--- src/rtl/krnl_aes_pkg.sv ---
// rtl/krnl_aes_pkg.sv - shared register map, control bits and FSM types for krnl_aes
package krnl_aes_pkg;

  localparam logic [11:0] ADDR_CTRL    = 12'h000;
  localparam logic [11:0] ADDR_MODE    = 12'h010;
  localparam logic [11:0] ADDR_KEY_LEN = 12'h018;
  localparam logic [11:0] ADDR_STATUS  = 12'h020;
  localparam logic [11:0] ADDR_KEY_W7  = 12'h028;
  localparam logic [11:0] ADDR_KEY_W6  = 12'h030;
  localparam logic [11:0] ADDR_KEY_W5  = 12'h038;
  localparam logic [11:0] ADDR_KEY_W4  = 12'h040;
  localparam logic [11:0] ADDR_KEY_W3  = 12'h048;
  localparam logic [11:0] ADDR_KEY_W2  = 12'h050;
  localparam logic [11:0] ADDR_KEY_W1  = 12'h058;
  localparam logic [11:0] ADDR_KEY_W0  = 12'h060;

  localparam int CTRL_START = 0;
  localparam int CTRL_DONE  = 1;
  localparam int CTRL_IDLE  = 2;

  typedef enum logic [1:0] {
    KEY_128 = 2'd0,
    KEY_192 = 2'd1,
    KEY_256 = 2'd2
  } key_len_e;

  typedef enum logic [1:0] {WRRESET, WRIDLE, WRDATA, WRRESP} wr_state_e;
  typedef enum logic [1:0] {RDRESET, RDIDLE, RDDATA} rd_state_e;

  // Key words descend in address: KEY_W0 is the highest slot.
  function automatic logic [11:0] key_addr(input int unsigned n);
    return ADDR_KEY_W0 - 12'(8 * n);
  endfunction

  function automatic logic [31:0] apply_strb(input logic [31:0] old_val,
                                             input logic [31:0] new_val,
                                             input logic [3:0]  strb);
    logic [31:0] res;
    res = old_val;
    for (int b = 0; b < 4; b++)
      if (strb[b]) res[8*b +: 8] = new_val[8*b +: 8];
    return res;
  endfunction

endpackage

--- src/rtl/krnl_aes_axi_ctrl_slv.sv ---
// rtl/krnl_aes_axi_ctrl_slv.sv - AXI4-Lite control slave holding mode, key length and AES key
module krnl_aes_axi_ctrl_slv
  import krnl_aes_pkg::*;
#(
  parameter int ADDR_W = 12,
  parameter int DATA_W = 32
) (
  input  logic              ap_clk,
  input  logic              ap_rst_n,
  input  logic              s_axi_control_awvalid,
  output logic              s_axi_control_awready,
  input  logic [ADDR_W-1:0] s_axi_control_awaddr,
  input  logic              s_axi_control_wvalid,
  output logic              s_axi_control_wready,
  input  logic [DATA_W-1:0] s_axi_control_wdata,
  input  logic [3:0]        s_axi_control_wstrb,
  output logic              s_axi_control_bvalid,
  input  logic              s_axi_control_bready,
  output logic [1:0]        s_axi_control_bresp,
  input  logic              s_axi_control_arvalid,
  output logic              s_axi_control_arready,
  input  logic [ADDR_W-1:0] s_axi_control_araddr,
  output logic              s_axi_control_rvalid,
  input  logic              s_axi_control_rready,
  output logic [DATA_W-1:0] s_axi_control_rdata,
  output logic [1:0]        s_axi_control_rresp,
  output logic              key_exp_start,
  input  logic              key_exp_done,
  output logic              mode,
  output logic [1:0]        key_len,
  output logic [255:0]      aes_key,
  input  logic [3:0]        engine_busy
);

  localparam logic [ADDR_W-1:0] WORD_MASK = ~ADDR_W'(3);

  wr_state_e         wstate_q, wstate_nxt;
  rd_state_e         rstate_q, rstate_nxt;
  logic              init_q;
  logic [ADDR_W-1:0] waddr_q;
  logic [ADDR_W-1:0] raddr;
  logic              aw_hs, w_hs, ar_hs, start_req, ctrl_rd;
  logic              busy_q, done_q, mode_q;
  logic [1:0]        key_len_q;
  logic [31:0]       key_q [8];
  logic [DATA_W-1:0] rd_mux, rdata_q;

  assign aw_hs = (wstate_q == WRIDLE) && s_axi_control_awvalid;
  assign w_hs  = (wstate_q == WRDATA) && s_axi_control_wvalid;
  assign ar_hs = (rstate_q == RDIDLE) && s_axi_control_arvalid;
  assign raddr = s_axi_control_araddr & WORD_MASK;

  assign s_axi_control_awready = (wstate_q == WRIDLE);
  assign s_axi_control_wready  = (wstate_q == WRDATA);
  assign s_axi_control_bvalid  = (wstate_q == WRRESP);
  assign s_axi_control_bresp   = 2'b00;
  assign s_axi_control_arready = (rstate_q == RDIDLE);
  assign s_axi_control_rvalid  = (rstate_q == RDDATA);
  assign s_axi_control_rresp   = 2'b00;
  assign s_axi_control_rdata   = rdata_q;

  assign mode    = mode_q;
  assign key_len = key_len_q;
  assign aes_key = {key_q[7], key_q[6], key_q[5], key_q[4],
                    key_q[3], key_q[2], key_q[1], key_q[0]};

  // init_q holds both FSMs in their RESET state for one full cycle after release.
  always_ff @(posedge ap_clk or negedge ap_rst_n) begin
    if (!ap_rst_n) begin
      init_q   <= 1'b0;
      wstate_q <= WRRESET;
      rstate_q <= RDRESET;
      waddr_q  <= '0;
    end else begin
      init_q   <= 1'b1;
      wstate_q <= wstate_nxt;
      rstate_q <= rstate_nxt;
      if (aw_hs) waddr_q <= s_axi_control_awaddr & WORD_MASK;
    end
  end

  always_comb begin
    wstate_nxt = wstate_q;
    case (wstate_q)
      WRRESET: if (init_q) wstate_nxt = WRIDLE;
      WRIDLE:  if (s_axi_control_awvalid) wstate_nxt = WRDATA;
      WRDATA:  if (s_axi_control_wvalid) wstate_nxt = WRRESP;
      WRRESP:  if (s_axi_control_bready) wstate_nxt = WRIDLE;
      default: wstate_nxt = WRRESET;
    endcase
  end

  always_comb begin
    rstate_nxt = rstate_q;
    case (rstate_q)
      RDRESET: if (init_q) rstate_nxt = RDIDLE;
      RDIDLE:  if (s_axi_control_arvalid) rstate_nxt = RDDATA;
      RDDATA:  if (s_axi_control_rready) rstate_nxt = RDIDLE;
      default: rstate_nxt = RDRESET;
    endcase
  end

  assign start_req = w_hs && (waddr_q == ADDR_W'(ADDR_CTRL)) && s_axi_control_wstrb[0]
                     && s_axi_control_wdata[CTRL_START] && !busy_q;
  assign ctrl_rd   = ar_hs && (raddr == ADDR_W'(ADDR_CTRL));

  always_ff @(posedge ap_clk or negedge ap_rst_n) begin
    if (!ap_rst_n) begin
      key_exp_start <= 1'b0;
      busy_q        <= 1'b0;
      done_q        <= 1'b0;
      mode_q        <= 1'b0;
      key_len_q     <= 2'd0;
      for (int n = 0; n < 8; n++) key_q[n] <= '0;
    end else begin
      key_exp_start <= start_req;
      if (start_req)         busy_q <= 1'b1;
      else if (key_exp_done) busy_q <= 1'b0;
      // A done pulse beats both the start clear and clear-on-read.
      if (key_exp_done)                done_q <= 1'b1;
      else if (start_req || ctrl_rd)   done_q <= 1'b0;
      if (w_hs && !busy_q) begin
        if (waddr_q == ADDR_W'(ADDR_MODE) && s_axi_control_wstrb[0])
          mode_q <= s_axi_control_wdata[0];
        if (waddr_q == ADDR_W'(ADDR_KEY_LEN) && s_axi_control_wstrb[0])
          key_len_q <= s_axi_control_wdata[1:0];
        for (int unsigned n = 0; n < 8; n++)
          if (waddr_q == ADDR_W'(key_addr(n)))
            key_q[n] <= apply_strb(key_q[n], s_axi_control_wdata, s_axi_control_wstrb);
      end
    end
  end

  always_comb begin
    rd_mux = '0;
    if (raddr == ADDR_W'(ADDR_CTRL)) begin
      rd_mux[CTRL_START] = busy_q;
      rd_mux[CTRL_DONE]  = done_q;
      rd_mux[CTRL_IDLE]  = !busy_q;
    end
    if (raddr == ADDR_W'(ADDR_MODE))    rd_mux[0]   = mode_q;
    if (raddr == ADDR_W'(ADDR_KEY_LEN)) rd_mux[1:0] = key_len_q;
    if (raddr == ADDR_W'(ADDR_STATUS))  rd_mux[3:0] = engine_busy;
    for (int unsigned n = 0; n < 8; n++)
      if (raddr == ADDR_W'(key_addr(n))) rd_mux = key_q[n];
  end

  always_ff @(posedge ap_clk or negedge ap_rst_n) begin
    if (!ap_rst_n)  rdata_q <= '0;
    else if (ar_hs) rdata_q <= rd_mux;
  end

endmodule

--- config.mk ---
export PLATFORM = sky130hd
export DESIGN_NAME = krnl_aes_axi_ctrl_slv
export DESIGN_NICKNAME = d
export VERILOG_FILES = /design/src/rtl/krnl_aes_pkg.sv /design/src/rtl/krnl_aes_axi_ctrl_slv.sv
export SDC_FILE = /design/constraint.sdc
export NUM_CORES = 1
export LEC_CHECK = 0
export CAP_MARGIN = 10
export CORE_MARGIN = 2
export CORE_UTILIZATION = 54
export CTS_BUF_LIST = sky130_fd_sc_hd__clkbuf_2
export CTS_CLUSTER_SIZE = 12
export DETAILED_ROUTE_END_ITERATION = 7
export PLACE_DENSITY = 0.88
export SLEW_MARGIN = 20
export SYNTH_ARGS = -nofsm -noshare
export SYNTH_HDL_FRONTEND = slang
export SYNTH_SLANG_ARGS = --single-unit
--- constraint.sdc ---
create_clock -name ap_clk -period 5.89 [get_ports ap_clk]
set_input_delay 0.589 -clock ap_clk [delete_from_list [all_inputs] [get_ports ap_clk]]
set_output_delay 0.589 -clock ap_clk [all_outputs]
set_load 0.02 [all_outputs]
==> impl_metrics.toml <==
[status]
status = "complete, no violations"

[pwr]
power_uw = 4450
powerDensity_mw_per_mm2 = 238
leakage_uw = 0.00834
peakVddDrop_uv = 265

[clock_tree]
cts_tree = "yes"
h-tree-depth = 3
numCtsBuffers = 76
cts_buffer_depth = 3
post-cts-setup-buffer-count = 0
insertion_delay_ps = 880
root_buffer = "clkbuf_2"
cts_sinks = 309
path_clk_slew_ps = 90

[worst_setup_path]
r2r_start = "waddr_q[9]"
startpoint_type = "primary input"
cp-startpoint = "s_axi_control_araddr[5]"
crit_required_ps = 6600
r2r_end = "aes_key[229]"
cp-endpoint = "s_axi_control_rdata[11]"
crit_arrival_ps = 4020
worstSetupPathType = "primary input to flip-flop"
worstRegToRegCells = 5
critPathMaxFanout = 25
rrSetupSlack_ps = 2600
end_kind = "flip-flop"

[logic_synthesis]
yosys_register_bits = 309
ys.flop_type = "dfrtp_1"
synth.most_common_cell = "dfrtp_1"
yosysWarnings = 0
yosysUniqueCellTypes = 63
netlist_instances = 1087
synth_area_leaders = "dfrtp_1 (55%), mux2_2 (22%), o21ai_0 (3.0%)"
yosys-top-cells-count = "dfrtp_1 (309), mux2_2 (270), o21ai_0 (84), a22oi_1 (52), clkbuf_1 (46)"
synth_top_area_share_pct = 55.2
synth-edff-count = 0
synthArstFlopShare_pct = 100
synth_top_area_cell = "dfrtp_1"
synth_area_sq_mm = 0.0140
syn_area_per_cell_sq_um = 12.9
synth.yosys.seq_area_share_pct = 55.2

[floorplanning]
die_h_microns = 165
fp-row-count = 58
start_util_pct = 55.3
die_w_microns = 165
coreArea_sq_mm = 0.0253
pin_count = 373
die-area_sq_mm = 0.0272

[timing]
finalSetupViolCount = 0
slew_headroom_pct = 21.5
worstMarginPinSlew_ps = 1170
rsz0062_at_grt = "no"
fmax_ghz = 0.302
finalHoldViolCount = 0
skew_ps = 68.9
slew_viol_final = 0
setup_tns_ps = 0
period_share_pct = 56.2
finalCriticalPeriod_ps = 3310

[placement]
port_buffers = 364
dpl_cell_area_sq_mm = 0.0180
dp_cells = 1744
dp_hpwl_microns = 32500
gp_congestion = 0.891

[layout]
final_cells = 1878
syn_to_final_growth_pct = 33.6
nets = 1570
multi_input_area_sq_mm = 0.00607
final_area_sq_mm = 0.0187
drive_above_1_share_pct = 30.2
fillers = 1735
ff_latch_area_sq_mm = 0.00773
post-route-util_pct = 73.8

[job]
maxCapViolCount = 0

[drt]
firstDrtPassIters = 5
drc = 0
routedWlPerCell_microns = 25.8
dr.first_iter.drc_count = 1030
via_per_inst = 6.22
via_count = 11689
totalWireLength_microns = 48400
ant_nets = 0

[global_routing]
antenna_found_initial = 5
grt_pass1_wl_microns = 71700
grt_pass1_vias = 12033
grt_remaining_overflow = 0
grt_use_total_pct = 35.6
grt_max_degree = 158

[min_path]
hp-class = "primary input to asynchronous set/reset pin"
## cell families after synthesis
logic type	count (synthesis)	synth area share (%)
adder cells (fa/ha/maj)	5	0.447
other	2	0.0536
multiplexers	278	22.3
buffers and inverters	67	1.91
AO/OA/AOI/OAI	268	12.9
flip-flops	309	55.2
AND/OR/NAND/NOR	158	7.12
## per-stage QoR
stage	hold WS [ps]	worst slack, ps
floorplan	293	3430
global placement	481	1970
detailed placement	493	1870
CTS	240	2670
global route	279	2490
finish	296	2580
## area by class of cell
| class | count | share of cell area, % |
|---|---|---|
| Timing Repair Buffer | 378 | 20.1 |
| Inverter | 14 | 0.281 |
| Antenna cell | 5 | 0.0669 |
| Tap cell | 330 | 2.21 |
| Clock buffer | 104 | 2.78 |
| Sequential cell | 309 | 41.4 |
| Multi-Input combinational cell | 714 | 32.5 |
| Clock inverter | 24 | 0.703 |
## worst max-delay path, stage by stage
cell	delay, ps
clkdlybuf4s50_1	1070
nor2b_1	460
nand4_1	930
buf_4	560
o21ai_0	270
o21ai_0	120
## state kept, by name (all words and copies together) (netlist names)
name / count
aes_key: 256
s_axi_control_rdata: 32
waddr_q: 10
key_len: 2
rstate_q: 2
wstate_q: 2
busy_q: 1
done_q: 1
init_q: 1
key_exp_start: 1
mode: 1
## per-layer routing
metal / up-vias / routed length (microns) / part of all wire [%] / track usage (%)
li1: 4939 / - / - / -
met1: 5884 / 18000 / 37 / 43.1
met2: 696 / 23000 / 48 / 57.8
met3: 170 / 4870 / 10 / 11.1
met4: 0 / 2500 / 5.2 / 17.9
met5: - / 0 / 0 / 0
## power by group
group          total [uW]  internal, uW  switching [uW]  leakage [uW]
clock                1390           521             870      0.000492
sequential           2300          2210            86.2       0.00428
combinational         761           331             430       0.00357
## layout by cell type, fill, tap and decap left out, drive strengths merged, types with 8 or more instances in the layout
cell / n
nand3: 12
nor3: 11
nand2b: 29
a22oi: 52
o21ai: 94
inv: 16
nor2: 37
o221a: 24
buf: 15
nand2: 18
dfrtp: 309
a21oi: 32
mux2: 270
nor2b: 10
mux2i: 8
o21a: 27
clkdlybuf4s50: 362
clkinv: 19
clkbuf: 104
## timing repair
action,4_1_cts,5_1_grt
hold buffers,1,0
resized for setup,0,0
endpoints found under the hold margin,83,0
## how the worst min path moves through the flow
stage / endpoint / slack (ps) / cells after the start
final: waddr_q[11] / 300 / 2
after floorplan: aes_key[0] / 290 / 0
after detailed placement: waddr_q[10] / 490 / 1
after CTS: aes_key[234] / 240 / 2
after global routing: waddr_q[8] / 280 / 2
after global placement: waddr_q[9] / 480 / 1
Note: power is estimated with default switching activity, not from simulation.
